## src/rtl/replay_bar_ctrl.sv

```systemverilog
// replay_bar_ctrl
//   Sequencer for the game-over "REPLAY?" screen. A game_over pulse opens the
//   screen; once the confirm button has been released the four-segment bar
//   fills one segment every SEG_FRAMES frame ticks. A button press while the
//   bar fills issues replay_req. A bar that has stayed full for one more
//   segment period issues exit_req.
//
//   Optional feature macro: REPLAY_BLINK_EN
//     When defined, the "REPLAY?" text blinks while the bar fills. It toggles
//     every BLINK_FRAMES ticks. When undefined, text_visible is constant 1.
//
// Parameters
//   SEG_FRAMES    frame ticks per bar segment (>= 1)
//   BLINK_FRAMES  frame ticks per text blink half-period (>= 1)
//
// Ports
//   clk            system clock
//   rst            synchronous active-high reset
//   frame_tick     one-cycle pulse per display frame
//   game_over      one-cycle pulse from the game FSM
//   btn_confirm    debounced confirm button level
//   screen_active  replay screen shown (ARM, COUNT, EXPIRE)
//   segs_lit       lit bar segments, 0..4
//   text_visible   "REPLAY?" text enable
//   replay_req     one-cycle pulse: restart the game
//   exit_req       one-cycle pulse: return to the menu
module replay_bar_ctrl #(
    parameter int SEG_FRAMES   = 30,
    parameter int BLINK_FRAMES = 15
) (
    input  logic       clk,
    input  logic       rst,
    input  logic       frame_tick,
    input  logic       game_over,
    input  logic       btn_confirm,
    output logic       screen_active,
    output logic [2:0] segs_lit,
    output logic       text_visible,
    output logic       replay_req,
    output logic       exit_req
);

    if (SEG_FRAMES < 1) begin : g_bad_seg_frames
        $error("replay_bar_ctrl: SEG_FRAMES must be at least 1");
    end
    if (BLINK_FRAMES < 1) begin : g_bad_blink_frames
        $error("replay_bar_ctrl: BLINK_FRAMES must be at least 1");
    end

    typedef enum logic [1:0] {
        IDLE,
        ARM,
        COUNT,
        EXPIRE
    } state_t;

    localparam int            FW       = $clog2(SEG_FRAMES + 1);
    localparam logic [FW-1:0] SEG_LAST = FW'(SEG_FRAMES - 1);

    state_t        state, state_nxt;
    logic          btn_q;
    logic          rise;
    logic [FW-1:0] frame_cnt, frame_cnt_nxt;
    logic [2:0]    segs_nxt;
    logic          replay_nxt, exit_nxt;

    assign rise = btn_confirm & ~btn_q;

    // NOTE: every variable gets a default before the case so that no path
    // leaves it unassigned. This keeps the block purely combinational.
    always_comb begin
        state_nxt     = state;
        frame_cnt_nxt = frame_cnt;
        segs_nxt      = segs_lit;
        replay_nxt    = 1'b0;
        exit_nxt      = 1'b0;
        case (state)
            IDLE: begin
                segs_nxt = 3'd0;
                if (game_over) begin
                    state_nxt     = ARM;
                    frame_cnt_nxt = '0;
                end
            end
            ARM: begin
                // A button held over from gameplay must first be released.
                if (frame_tick && !btn_confirm) begin
                    state_nxt = COUNT;
                end
            end
            COUNT: begin
                // A confirm takes priority over an expiring tick in the same cycle.
                if (rise) begin
                    state_nxt  = IDLE;
                    replay_nxt = 1'b1;
                    segs_nxt   = 3'd0;
                end else if (frame_tick) begin
                    if (frame_cnt == SEG_LAST) begin
                        frame_cnt_nxt = '0;
                        // A full bar stays on screen for one more period before expiry.
                        if (segs_lit == 3'd4) begin
                            state_nxt = EXPIRE;
                            exit_nxt  = 1'b1;
                        end else begin
                            segs_nxt = segs_lit + 3'd1;
                        end
                    end else begin
                        frame_cnt_nxt = frame_cnt + FW'(1);
                    end
                end
            end
            EXPIRE: begin
                state_nxt = IDLE;
                segs_nxt  = 3'd0;
            end
            default: begin
                state_nxt = IDLE;
                segs_nxt  = 3'd0;
            end
        endcase
    end

    // NOTE: sequential state uses non-blocking assignments. Every register
    // then samples the pre-edge values of the other registers.
    always_ff @(posedge clk) begin
        if (rst) begin
            state         <= IDLE;
            // NOTE: btn_q resets high. A button held through reset then never looks like a rise.
            btn_q         <= 1'b1;
            frame_cnt     <= '0;
            segs_lit      <= 3'd0;
            screen_active <= 1'b0;
            replay_req    <= 1'b0;
            exit_req      <= 1'b0;
        end else begin
            state         <= state_nxt;
            btn_q         <= btn_confirm;
            frame_cnt     <= frame_cnt_nxt;
            segs_lit      <= segs_nxt;
            screen_active <= (state_nxt != IDLE);
            replay_req    <= replay_nxt;
            exit_req      <= exit_nxt;
        end
    end

`ifdef REPLAY_BLINK_EN
    localparam int            BW         = $clog2(BLINK_FRAMES + 1);
    localparam logic [BW-1:0] BLINK_LAST = BW'(BLINK_FRAMES - 1);

    logic [BW-1:0] blink_cnt;

    always_ff @(posedge clk) begin
        if (rst) begin
            blink_cnt    <= '0;
            text_visible <= 1'b1;
        end else begin
            // The text is forced back on whenever the bar is not filling next cycle.
            if (state_nxt != COUNT) begin
                text_visible <= 1'b1;
            end
            if (state == IDLE && game_over) begin
                blink_cnt <= '0;
            end else if (state == COUNT && state_nxt == COUNT && frame_tick) begin
                if (blink_cnt == BLINK_LAST) begin
                    blink_cnt    <= '0;
                    text_visible <= ~text_visible;
                end else begin
                    blink_cnt <= blink_cnt + BW'(1);
                end
            end
        end
    end
`else
    assign text_visible = 1'b1;
`endif

endmodule

```

## config.mk

```make
export PLATFORM = sky130hd
export DESIGN_NAME = replay_bar_ctrl
export DESIGN_NICKNAME = d
export VERILOG_FILES = /design/src/rtl/replay_bar_ctrl.sv
export SDC_FILE = /design/constraint.sdc
export NUM_CORES = 1
export LEC_CHECK = 0
export ABC_AREA = 1
export ABC_CLOCK_PERIOD_IN_PS = 1600
export BUFFER_PORTS_ARGS = -buffer_cell sky130_fd_sc_hd__buf_4
export CORE_UTILIZATION = 54
export DETAILED_ROUTE_END_ITERATION = 8
export PLACE_DENSITY = 0.76
export SYNTH_ARGS = -nofsm -noshare
export SYNTH_HDL_FRONTEND = slang
export SYNTH_SLANG_ARGS = --single-unit
```

## constraint.sdc

```tcl
create_clock -name clk -period 1.6 [get_ports clk]
set_input_delay 0.16 -clock clk [delete_from_list [all_inputs] [get_ports clk]]
set_output_delay 0.16 -clock clk [all_outputs]
set_load 0.005 [all_outputs]
```

# Word level (Yosys, flattened, before mapping)
# Cells that the tools add are included.
# op_classes
add_sub_neg	2
n_mul	0
div	0
n_lt_le_gt_ge	0
n_eq_ne	11
n_shift	0
muxes	19
n_bitwise	5
reduce_logical	11
# op_table
op	n
$mux W5	4
$mux W2	6
$mux W3	4
$pmux W5 S2	1
$ne A3 B3 Y1 const B	3
$pmux W2 S4	1
$reduce_and A4 Y1	2
$ne A2 B2 Y1 const B	3
$pmux W3 S2	1
$reduce_bool A2 Y1	3
$add A5 B1 Y5 const B	1
$eq A5 B5 Y1 const B	1
$reduce_or A5 Y1	1
$eq A2 B2 Y1 const B	2
$not A1 Y1	4
$reduce_or A2 Y1	2
$add A3 B1 Y3 const B	1
$eq A3 B3 Y1 const B	1
$eq A2 B1 Y1 const B	1
$logic_not A2 Y1	1
$mux W1	2
$and A1 B1 Y1	1
$logic_and A1 B1 Y1	1
$logic_not A1 Y1	1
# totals
reg_bits	14
latchBits	0
ram_bits	0
mem_bits_ro	0
inputBits	5
out_inout_bits	7
word_cells	55
n_memories	0

# Depth between registers and ports, before layout
# logic_depth
word_depth	7
ltp_mapped	10
depth_no_buf	10

# Worst setup path before layout
# OpenSTA, ideal clock, no wires.
# synth_timing
kind	reg2reg
start	reg state[0]
end	reg frame_cnt[2]
setup_time_ns	0.064
t_arrival_ns	1.321
required_time_ns	1.536
path_slack_ns	0.216
path_stages_with_launch	10
path_buffers	0
period_less_slack_ns	1.384
cell_sequence	dfxtp_1 > inv_1 > ha_1 > inv_2 > a21oi_4 > o21ai_4 > nor2_4 > nor2_4 > inv_2 > nor2_1
# synth_between
elab_chain_cells	3
word_cells_on_any_way	8
classes_between	eq/ne: 4; mux: 1; reduce/logical: 3
# synth_rtl
element	line_no	rtl
from (decl)	60	state_t state, state_nxt;
from (signal assigned)	136	state <= state_nxt;
$eq A2 B2 Y1 / $logic_not A2 Y1 (equally long branches)	77	case (state)
$ne A2 B2 Y1 (no line) / $reduce_bool A2 Y1 (equally long branches)	n/a	
$reduce_and A4 Y1 (no line)	n/a	
to (signal assigned)	138	frame_cnt <= frame_cnt_nxt;
to (decl)	63	logic [FW-1:0] frame_cnt, frame_cnt_nxt;
# Parallel ways exist; a longest one is shown, timed or not.
# A chain may end at the register's enable or synchronous reset.

# Worst setup path after layout
# layout_timing
start	reg state[0]
end	reg frame_cnt[3]
# Same word-level chain as after synthesis.

==> impl_summary.md <==
Routing
Dividing the detail-routed via count by the number of cells gives 5.052. In this run, the number of DRC markers left after iteration 0 of detailed routing was 20. The final antenna-violating net count is 0. The first-pass detailed-route iteration total is 4. The DRC violations left is 0. The routed length per placed instance is 11.27 um. The total via count after detailed routing is 773. For this block, the routed nets add up to 1724 um of wire.

Synth
In the synthesized netlist the async set-or-reset flop fraction comes to 0%. During synthesis, Yosys emitted a total of 0 warnings. Summed over all instances, the cell type with the most area after synthesis is sky130_fd_sc_hd__dfxtp_1. After synthesis the cells add up to 857.1 um2. The most repeated cell in the gate-level netlist after synthesis is sky130_fd_sc_hd__nand2_1. Sorting the synthesized cells by how often they occur yields sky130_fd_sc_hd__nand2_1 (32), sky130_fd_sc_hd__inv_1 (18), sky130_fd_sc_hd__nor2_1 (17), sky130_fd_sc_hd__dfxtp_1 (14), sky130_fd_sc_hd__nand3_1 (8). The share of the Yosys chip area taken by registers is 32.70%.

In this run, distinct cell masters in the synthesized netlist total 21. The fraction of synthesized cell area taken by the top area cell type is 32.70%. Averaged over all synthesized cells, the footprint is 6.968 um2.

For this run, the leading register cell type out of synthesis is sky130_fd_sc_hd__dfxtp_1. Counting flops and latches in the post-synthesis netlist gives 14. In this run, synthesis inferred 0 flip-flops with an integrated enable.

Sorting the synthesized cells by area gives the leading types as sky130_fd_sc_hd__dfxtp_1 (33%), sky130_fd_sc_hd__nand2_1 (14%), sky130_fd_sc_hd__ha_1 (10%). Counting every net in the synthesized netlist gives approximately 140. The synthesized netlist cell count is about 120.

Worst setup path
Along the worst path, the maximum fanout reaches 5. The signal on the critical path passes through inv_1 > ha_2 > inv_1 > nor2_2 > o21ai_2 > o21bai_1 > nand2_1 > nor2_1. Among the stages of the critical path, the cell type that occurs most often is sky130_fd_sc_hd__inv_1.

On the worst path, the slowest cell contributes a delay of roughly 0.34 ns. The worst setup path is of the reg2reg kind. The cell type of the slowest stage on the worst timing path is sky130_fd_sc_hd__dfxtp_1.

The critical path endpoint category is a register. The cell family contributing the most delay on the critical path is simple AND/OR/NAND/NOR gates. The type of element launching the critical path is a register. Data arrives at the worst endpoint at 1.75 ns.

The count of buffering cells on the critical path with inverters included is 2. The count of cells along the worst register-to-register path is 8. The number of gates on the worst path with buffers counted is 8. The data required time at the worst endpoint is 1.82 ns.

Die
The total I/O pin count is 12. The floorplan has 14 rows. The die covers 1751 um2. The floorplan step set the die height to 41.84 um. The horizontal die dimension is 41.84 um. The initial core utilization is 57.56%. The area of the core is 1489 um2.

Layout
For this run, the share of the core covered by cells in the final layout is about two thirds. The antenna diode count is 0. The storage element area is 281.5 um2. The filler cells instantiated in the layout total between 100 and 150.

In the final layout, the share of cells above drive strength 1 is 22.63%. The number of nets in the layout is 150. The signed area change from the synthesized netlist to the final layout is 17.66%. The final non-filler cell total is approximately 150. The multi-input combinational cell area is 516.7 um2.

Timing
Hold timing on the final database bottoms out at a slack of 0.08589 ns. The final count of hold timing violations came to 0. The final number of max-transition violations is 0. The post-route minimum period is 1.528 ns. The share of the cycle needed by the critical path after routing is 95.49%. On the final layout, the worst clock skew is 0.004274 ns.

The setup violation total in the final timing report is 0. The maximum clock frequency is 0.6545 GHz.

Clock network
CTS built an H-tree with a depth of 1. The clock transition at the registers of the reported paths is ~0.090 ns. TritonCTS built the clock tree.

In this run the clock root is driven by a sky130_fd_sc_hd__clkbuf_4. The maximum number of buffers from clock root to sink is 2. The insertion delay to the later sink of the worst-skew pair is 0.28 ns.

Once the clock tree was built, the setup fixing pass inserted 0 buffers. Counting the buffers created by CTS gives 3. The number of hold buffers added after CTS was 0.

For this design, the sink count on the clock tree is 14.

Pwr
IR analysis of the VDD net gives a maximum drop of 480.2 uV. For this design the ratio of total power to cell area is between 800 and 900 nW/um2. In this run the static leakage power is between 0.4 and 0.5 nW.

Place
Buffers placed on the I/O ports in this run total 10. Counting tap cells, the placed design contains a total of 148 instances. The half-perimeter wire length after detailed placement is between 1000 and 1500 um. The congestion estimate from routability-driven global placement came to 0.8442.

Status
The flow ran to the end, and the final reports show no timing, DRC or antenna violations.

Job
Max-cap violations in this run came to 0.

Global routing
The initial antenna violation count is 0. The remaining global-route overflow is 0. The number of global-route vias before repair is 686. Entering global routing, the biggest net connects 11 pins.

The first global-routing pass estimated 2725 um of wire. Global routing used 20.09% of the available tracks across all layers.

Worst hold path
The class of the tightest hold or removal check is in2reg. The hold path depth is 2.
## path summary, 6_finish.rpt
path / startpoint / endpoint / slack (ns)
worst max-delay path: state[0] / frame_cnt[3] / 0.07
worst min-delay path: rst / segs_lit[2] / 0.09
worst max register to register: state[0] / frame_cnt[3] / 0.07
worst min register to register: segs_lit[1] / segs_lit[1] / 0.50
## layout make-up
type	count	share of cell area, %
tap	16	1.985
clock buffer	4	3.598
sequential	14	27.92
timing repair buffer	10	7.444
inverter	21	7.816
multi-input combinational	88	51.24
## what timing repair did
item,CTS,global route
hold endpoints to repair,0,0
setup endpoints to repair,0,7
resized for setup,0,6
## layer usage
metal / GRT usage [%] / share of wire, % / vias up
li1: - / - / 407
met4: 7.742 / 1.3 / 0
met2: 35.31 / 53 / 5
met3: 3.913 / 1.6 / 4
met5: 0 / 0 / -
met1: 23.84 / 44 / 357
## metrics by stage
| stage | setup TNS (ns) | area (um2) | total power, mW | worst slack, ns |
|---|---|---|---|---|
| 2_1_floorplan | 0 | 857.1 | 0.5256 | 0.2156 |
| 3_3_place_gp | 0 | 944.7 | 0.5721 | 0.1141 |
| 3_5_place_dp | 0 | 944.7 | 0.5776 | 0.06200 |
| 4_1_cts | 0 | 980.9 | 0.8372 | 0.02598 |
| 5_1_grt | -0.1122 | 1008 | 0.8951 | -0.04850 |
| 6_report | 0 | 1008 | 0.8386 | 0.07219 |
## where the power goes
part           total [mW]  internal [mW]  switching (mW)
Clock               0.254          0.138           0.115
Combinational       0.196         0.0783           0.118
Sequential          0.389          0.370          0.0182
Total               0.839          0.587           0.251
## cell usage in the layout (no fill, tap or decap), types with 2 or more instances in the layout
| master | synthesis | final |
|---|---|---|
| sky130_fd_sc_hd__clkbuf_4 | 0 | 3 |
| sky130_fd_sc_hd__dfxtp_1 | 14 | 13 |
| sky130_fd_sc_hd__nand3_1 | 8 | 8 |
| sky130_fd_sc_hd__o21bai_1 | 4 | 4 |
| sky130_fd_sc_hd__inv_2 | 3 | 3 |
| sky130_fd_sc_hd__ha_1 | 7 | 5 |
| sky130_fd_sc_hd__nor2_1 | 17 | 16 |
| sky130_fd_sc_hd__a21oi_1 | 3 | 3 |
| sky130_fd_sc_hd__o21ai_2 | 1 | 2 |
| sky130_fd_sc_hd__inv_1 | 18 | 18 |
| sky130_fd_sc_hd__nand2_1 | 32 | 32 |
| sky130_fd_sc_hd__nor2_4 | 3 | 3 |
| sky130_fd_sc_hd__o21ai_0 | 4 | 3 |
| sky130_fd_sc_hd__buf_4 | 1 | 10 |
## flip-flops by register name (all words and copies together), names as in the netlist
signal / cells
exit_req: 1
frame_cnt: 5
state: 2
segs_lit: 3
replay_req: 1
screen_active: 1
btn_q: 1
## cell families (layout without fill, tap and decap cells)
kind of cell,after synthesis,count (layout),synth area share (%)
xor gates and xnor gates,1,1,1.022
DFF,14,14,32.70
AOI/OAI and AO/OA,15,16,13.43
adders and majority gates,7,7,10.22
buffers and inverters,22,35,10.07
other,1,1,0.4375
and+or+nand+nor,63,63,32.12
No activity file was read; power rests on OpenSTA's default activity.
